`src/rtl/accu_exec_unit.sv`:
```
// -----------------------------------------------------------------------------
// accu_exec_unit
//   Multi-cycle execute sequencer for the 8-bit accumulator processor. It takes
//   one instruction at a time from fetch, owns the accumulator and the
//   Zero/Carry flags, and drives the data-memory port (one-cycle read latency).
//
//   Optional build macro: ACCU_EXEC_IMM_ALU_EN
//     defined   -> opcodes 9 (ADDI) and A (SUBI) use the operand as immediate
//     undefined -> opcodes 9 and A behave as NOP
//
// Ports
//   clk             in   rising-edge clock
//   Reset           in   asynchronous, active-high reset
//   InstrValid      in   instruction word present on Instr
//   Instr[15:0]     in   [15:12] opcode, [11:8] reserved, [7:0] operand/address
//   InstrReady      out  unit accepts an instruction this cycle (IDLE only)
//   MemAddr         out  data-memory address
//   MemWriteEnable  out  data-memory write strobe (MEM_WR only)
//   MemWData        out  data-memory write data, continuous copy of Accu
//   MemRData        in   data-memory read data
//   Accu            out  accumulator
//   Zero            out  last accumulator write was zero
//   Carry           out  carry (ADD) / borrow (SUB)
//   Halted          out  HLT has executed; cleared only by Reset
// -----------------------------------------------------------------------------
module accu_exec_unit #(
  parameter int DataWidth = 8,
  parameter int AddrWidth = 8
) (
  input  logic                 clk,
  input  logic                 Reset,
  input  logic                 InstrValid,
  input  logic [15:0]          Instr,
  output logic                 InstrReady,
  output logic [AddrWidth-1:0] MemAddr,
  output logic                 MemWriteEnable,
  output logic [DataWidth-1:0] MemWData,
  input  logic [DataWidth-1:0] MemRData,
  output logic [DataWidth-1:0] Accu,
  output logic                 Zero,
  output logic                 Carry,
  output logic                 Halted
);

  localparam logic [3:0] OP_NOP  = 4'h0;
  localparam logic [3:0] OP_LDI  = 4'h1;
  localparam logic [3:0] OP_LDA  = 4'h2;
  localparam logic [3:0] OP_STA  = 4'h3;
  localparam logic [3:0] OP_ADD  = 4'h4;
  localparam logic [3:0] OP_SUB  = 4'h5;
  localparam logic [3:0] OP_AND  = 4'h6;
  localparam logic [3:0] OP_OR   = 4'h7;
  localparam logic [3:0] OP_XOR  = 4'h8;
`ifdef ACCU_EXEC_IMM_ALU_EN
  localparam logic [3:0] OP_ADDI = 4'h9;
  localparam logic [3:0] OP_SUBI = 4'hA;
`endif
  localparam logic [3:0] OP_HLT  = 4'hF;

  typedef enum logic [2:0] {
    S_IDLE     = 3'd0,
    S_DECODE   = 3'd1,
    S_MEM_RD   = 3'd2,
    S_MEM_WAIT = 3'd3,
    S_EXEC     = 3'd4,
    S_MEM_WR   = 3'd5,
    S_HALTED   = 3'd6
  } state_t;

  state_t               state;
  logic [3:0]           op_q;
  logic [7:0]           opd_q;
  logic [DataWidth-1:0] m_q;      // ALU / load operand (memory data or immediate)
  logic [DataWidth:0]   exec_res; // {carry, result}
  logic                 unused_rsvd;

  // Reserved instruction bits carry no meaning for this unit.
  assign unused_rsvd = ^Instr[11:8];

  assign MemWData = Accu;

  // Computes {carry, new accumulator}. Loads and logic ops pass the old carry
  // through so the EXEC stage can write both fields unconditionally.
  function automatic logic [DataWidth:0] alu(
    input logic [3:0]           op,
    input logic [DataWidth-1:0] a,
    input logic [DataWidth-1:0] b,
    input logic                 c
  );
    logic [DataWidth:0] r;
    case (op)
      OP_LDI, OP_LDA: r = {c, b};
`ifdef ACCU_EXEC_IMM_ALU_EN
      OP_ADD, OP_ADDI: r = {1'b0, a} + {1'b0, b};
      // Borrow out of the 9-bit difference is exactly (a < b) unsigned.
      OP_SUB, OP_SUBI: r = {1'b0, a} - {1'b0, b};
`else
      OP_ADD: r = {1'b0, a} + {1'b0, b};
      OP_SUB: r = {1'b0, a} - {1'b0, b};
`endif
      OP_AND: r = {c, a & b};
      OP_OR:  r = {c, a | b};
      OP_XOR: r = {c, a ^ b};
      default: r = {c, a};
    endcase
    return r;
  endfunction

  assign exec_res = alu(op_q, Accu, m_q, Carry);

  always_ff @(posedge clk or posedge Reset) begin
    if (Reset) begin
      state          <= S_IDLE;
      InstrReady     <= 1'b0;
      op_q           <= '0;
      opd_q          <= '0;
      m_q            <= '0;
      Accu           <= '0;
      Zero           <= 1'b1;
      Carry          <= 1'b0;
      MemAddr        <= '0;
      MemWriteEnable <= 1'b0;
      Halted         <= 1'b0;
    end else begin
      InstrReady     <= 1'b0;
      MemWriteEnable <= 1'b0;
      case (state)
        // Ready rises one cycle after entering IDLE, which sets the
        // accept-to-ready latencies (NOP 2, LDI/STA 3, memory ALU 5).
        S_IDLE: begin
          if (InstrValid && InstrReady) begin
            op_q  <= Instr[15:12];
            opd_q <= Instr[7:0];
            state <= S_DECODE;
          end else begin
            InstrReady <= 1'b1;
          end
        end

        S_DECODE: begin
          case (op_q)
            OP_LDI: begin
              m_q   <= DataWidth'(opd_q);
              state <= S_EXEC;
            end
`ifdef ACCU_EXEC_IMM_ALU_EN
            OP_ADDI, OP_SUBI: begin
              m_q   <= DataWidth'(opd_q);
              state <= S_EXEC;
            end
`endif
            OP_LDA, OP_ADD, OP_SUB, OP_AND, OP_OR, OP_XOR: begin
              MemAddr <= AddrWidth'(opd_q);
              state   <= S_MEM_RD;
            end
            OP_STA: begin
              MemAddr        <= AddrWidth'(opd_q);
              MemWriteEnable <= 1'b1;
              state          <= S_MEM_WR;
            end
            OP_HLT: begin
              Halted <= 1'b1;
              state  <= S_HALTED;
            end
            default: state <= S_IDLE;
          endcase
        end

        S_MEM_RD: state <= S_MEM_WAIT;

        // Read data for MemAddr is valid here (one-cycle memory latency).
        S_MEM_WAIT: begin
          m_q   <= MemRData;
          state <= S_EXEC;
        end

        S_EXEC: begin
          Carry <= exec_res[DataWidth];
          Accu  <= exec_res[DataWidth-1:0];
          Zero  <= (exec_res[DataWidth-1:0] == '0);
          state <= S_IDLE;
        end

        S_MEM_WR: state <= S_IDLE;

        S_HALTED: state <= S_HALTED;

        default: state <= S_IDLE;
      endcase
    end
  end

endmodule

```
`config.mk`:
```
export PLATFORM = sky130hd
export DESIGN_NAME = accu_exec_unit
export DESIGN_NICKNAME = d
export VERILOG_FILES = /design/src/rtl/accu_exec_unit.sv
export SDC_FILE = /design/constraint.sdc
export NUM_CORES = 1
export LEC_CHECK = 0
export ABC_AREA = 1
export BUFFER_PORTS_ARGS = -buffer_cell sky130_fd_sc_hd__clkbuf_2
export CORE_MARGIN = 4
export CORE_UTILIZATION = 43
export CTS_CLUSTER_SIZE = 16
export DETAILED_ROUTE_END_ITERATION = 12
export SYNTH_ARGS = -nofsm -noshare
export SYNTH_HDL_FRONTEND = slang
export SYNTH_SLANG_ARGS = --single-unit
```
`constraint.sdc`:
```
create_clock -name clk -period 2.85 [get_ports clk]
set_clock_uncertainty 0.2 [all_clocks]
set_input_delay 0 -clock clk [delete_from_list [all_inputs] [get_ports clk]]
set_output_delay 0 -clock clk [all_outputs]
set_load 0.02 [all_outputs]
```
Yosys cells after proc, flatten, opt, wreduce, memory -nomap -nowiden:

Cells that the tools add are included.

* shift-type cells: 0
* equal/unequal tests: 16
* multipliers: 0
* reductions and logical operators: 13
* bitwise logic cells: 7
* mux-type cells: 10
* add/subtract/negate cells: 2
* order comparisons: 0
* divide/modulo/power cells: 0

Operators with widths (number)
* $pmux 9 s6: 1
* $eq 4x3->1 const B: 4
* $pmux 8 s2: 1
* $pmux 3 s5: 1
* $pmux 3 s4: 1
* $add 8x8->9: 1
* $sub 8x8->9: 1
* $and 8x8->8: 1
* $eq 4x2->1 const B: 2
* $eq 4x4->1 const B: 2
* $logic_not 8->1: 1
* $mux 8: 1
* $or 8x8->8: 1
* $reduce_and 2->1: 4
* $xor 8x8->8: 1
* $reduce_or 7->1: 1
* $eq 3x2->1 const B: 2
* $eq 3x3->1 const B: 2
* $reduce_and 6->1: 1
* $reduce_or 6->1: 1
* $eq 4x1->1 const B: 1
* $mux 1: 4
* $ne 2x2->1 const B: 2
* $not 1->1: 4
* 6 further kinds: 7

* memories: 0
* ROM bits: 0
* latch bits: 0
* RAM bits: 0
* logic and storage cells: 59
* input bits: 27
* register bits: 44
* output and inout port bits: 29

Logic depth before layout (Yosys ltp):

* word-level depth: 4
* mapped depth: 20

Least setup slack after synthesis:

OpenSTA, ideal clock, no wires.

* kind: flip-flop to flip-flop
* start point: reg m_q[0]
* end point: reg Zero
* path buffers: 0
* slack: 0.296 ns
* arrival time: 2.278 ns
* stages on the path, launching flop included: 21
* library setup time: 0.076 ns
* cells stage by stage: dfrtp_1 > inv_1 > ha_1 > nand3_1 > nor3_1 > or2_2 > xor2_1 > inv_1 > ha_1 > nand2_1 > inv_1 > a21oi_1 > nand2_1 > nand2_1 > nand3_1 > nand2_1 > nand2_1 > nand2_1 > inv_1 > nand3_1 > nand2_1

* cells in the longest elaborated chain, start to end: 3
* elaborated cells between the ends (all ways): 7
* those cells by class: add/sub (2); mux (1); bitwise (3); reduce/logical (1)

RTL lines
* start: declaration: RTL line 73 `logic [DataWidth-1:0] m_q;`
* start signal: assignment: RTL line 143 `m_q <= DataWidth'(opd_q);`
* start signal: assignment: RTL line 173 `m_q <= MemRData;`
* $sub 8x8->9 (tied with other cells): RTL line 99 `OP_SUB: r = {1'b0, a} - {1'b0, b};`
* $pmux 9 s6 (*): RTL line 91 `case (op)`
* $logic_not 8->1 (*): RTL line 180 `Zero <= (exec_res[DataWidth-1:0] == '0);`
* end signal: assignment: RTL line 180
* end: declaration: RTL line 40 `output logic Zero,`

Every way passes the cells marked *; elsewhere a longest branch is shown, timed or not.
A chain may end at the register's enable or synchronous reset.

Worst setup path in the final report:

* start point: reg op_q[3]
* end point: reg Zero

* cells in the longest elaborated chain, start to end: 4
* elaborated cells between the ends (all ways): 10
* those cells by class: eq/ne (7); mux (1); reduce/logical (2)

RTL lines
* start: declaration: RTL line 71 `logic [3:0] op_q;`
* start signal: assignment: RTL line 132 `op_q <= Instr[15:12];`
* $eq 4x2->1 / $eq 4x1->1 (equally long branches): RTL line 91
* $reduce_or 2->1: RTL line 91
* $pmux 9 s6 (*): RTL line 91
* $logic_not 8->1 (*): RTL line 180

Marked as above.

==> impl_metrics.yaml <==
power_and_ir_drop:
  powerDensity_mw_per_mm2: 1180
  power.leakage_nw: 2.03
  power.total_w: 0.00455
  vdd_drop_max_uv: 458
synth:
  yosysMostFrequentCell: "nand2_1"
  synthTopCellsByCount: "103 x nand2_1, 54 x inv_1, 43 x dfrtp_1"
  ys.flop_type: "dfrtp_1"
  synthTopCellsByArea: "dfrtp_1 35%, nand2_1 13%, ha_1 10%"
  netlist.area_leader.share: 0.350
  yosys.cell_types.count: 38
  synthCells: 399
  avgSynthCellArea_um2: 7.71
  syn_nets: 452
  synthArstFlopShare: 1.00
  yosysWarningCount: 0
  syn_area_mm2: 0.00308
  synth_area_leader_cell: "dfrtp_1"
  synth-edff-count: 0
  yosysSeqAreaShare: 0.358
  ys_ff_latch: 44
worst_setup_path:
  critical_path_required_ps: 2910
  reg2reg_depth: 16
  r2r_end: "Zero"
  startpoint: "op_q[3]"
  cp-end-kind: "register"
  reg2reg_slack_ps: 170
  critPathMaxFanout: 7
  crit_path_start_kind: "register"
  criticalPathCategory: "reg2reg"
  worst_ep_arrival_time_ps: 2740
  timing.rr.start: "op_q[3]"
floorplan:
  dieArea_mm2: 0.00857
  row_count: 30
  io_pins: 56
  dieWidth_um: 92.6
  coreArea_mm2: 0.00687
  fp.dieH_um: 92.6
  start_util: 0.448
clock_tree:
  cts_tree: "built"
  clock_path_buffers: 2
  clk_pin_slew_ps: 100
  cts_htree_levels: 2
  cts_inserted_buffers: 5
  clock_sinks: 44
  clkLatencyLatePin_ps: 300
  clock-root-buffer: "clkbuf_8"
drt:
  drt_iter0_markers: 188
  first_pass_iters: 4
  viasPerCell: 4.76
  antenna_left: 0
  vias: 2740
  routed_wirelength_um: 7420
  drcViolationCount: 0
  wl_per_cell_um: 12.9
sta:
  rsz0062_at_grt: "true"
  setup_viol: 0
  fmax_mhz: 373
  worst_slack_ps: 168
  setup-tns-final_ps: 0
  finalHoldViolations: 0
  whs_ps: 235
  min_period_ps: 2680
  slew_headroom: 0.381
  slew_viol_final: 0
  worst_slew_pin_slew_ps: 927
  period_share: 0.941
global_route:
  antenna_found_initial: 0
  track_usage: 0.184
  grt_pass1_vias: 2636
  grt_pass1_wl_um: 12700
  grt_overflow: 0
  grt_max_degree: 45
finish:
  fin_nets: 532
  drive_gt1_frac: 0.238
  final_cells: 576
  nFillCells: 645
  n_antenna_cell: 0
  area_growth_pct: 24.8
placement:
  place_congestion: 0.863
  hpwl_um: 5570
  portBuffers: 51
  pre_cts_slack_ps: 63.2
  placed_cells: 544
worst_hold_path:
  hp-class: "in2async"
status:
  outcome: "complete, no violations"
job:
  drv_cap: 0
## flip-flops by register name (all words and copies together), names as in the netlist
name,flops
Halted,1
state,3
Zero,1
Carry,1
MemAddr,8
op_q,4
MemWriteEnable,1
Accu,8
InstrReady,1
opd_q,8
m_q,8
## final cells by class
cell class	count	area, um2	area share
well taps	96	120	0.0313
clock buffers	6	82.6	0.0215
multi-input cells	286	1720	0.448
clock inverters	2	38.8	0.0101
flip-flops and latches	44	1100	0.287
repair buffers	84	558	0.145
inverters	58	218	0.0567
## critical path, cell delays in order (launching register included)
cell and delay, ps:
dfrtp_1 390, inv_1 100, nand2_1 70, nor2_1 110, buf_4 160, nor2_1 50
xor2_1 140, ha_1 340, buf_4 160, xnor2_1 160, o21a_1 130, nand3_1 60
nor2_1 180, nand2_1 90, nor2_1 140, nand3_1 90, nand2_1 60
## metal layers
metal  part of all wire  global-route usage  wire length [um]  vias to the layer above
li1                   -                   -                 -                     1432
met1               0.49               0.248              3610                     1243
met2               0.46               0.303              3390                       57
met3              0.046              0.0357               338                        8
met4              0.010              0.0483                76                        0
met5                  0                   0                 0                        -
## cells in the final DEF (no fill, tap or decap), drive strengths merged, types with 2 or more instances in the layout
master	netlist	layout
nand3b	2	2
nand3	32	32
ha	25	25
dlygate4sd3	0	22
a31oi	10	10
dfrtp	43	43
clkbuf	1	57
or2	3	3
buf	10	11
nand2	105	105
nor3	2	2
nand4	3	3
inv	58	58
o21ai	13	13
a21oi	14	14
xor2	6	6
mux2	16	16
nor2	46	46
o211ai	2	2
## power breakdown
part,total [W],internal [W],switching [W]
Sequential,0.00122,0.000914,0.000303
Clock,0.000527,0.000287,0.000240
Combinational,0.00281,0.00110,0.00170
## timing repair
item	CTS	global route
hold buffers	22	0
setup buffers	0	2
endpoints found under the hold margin	65	0
gates resized for setup	0	9
setup endpoints to repair	0	4
## cell families after synthesis
kind of cell,Yosys count,share of synthesized area
flops,44,0.358
xor+xnor,7,0.0199
simple gates,194,0.272
fa+ha+maj,26,0.108
mux,16,0.0586
buf+inv,69,0.0948
compound gates,43,0.0887
## how the worst max path moves through the flow
stage | slack, ps | depth (start not counted) | to
CTS | 40 | 19 | Zero
global placement | 130 | 15 | Carry
detailed placement | 60 | 20 | Zero
floorplan | 300 | 20 | Zero
finish | 170 | 16 | Zero
global route | -30 | 18 | Zero
## metrics by stage
stage	utilization	cell area [um2]
6_report	0.559	3840
3_3_place_gp	0.502	3450
4_1_cts	0.551	3790
3_5_place_dp	0.502	3450
5_1_grt	0.559	3840
2_1_floorplan	-	3080
Power figures use the tool's default switching activity.
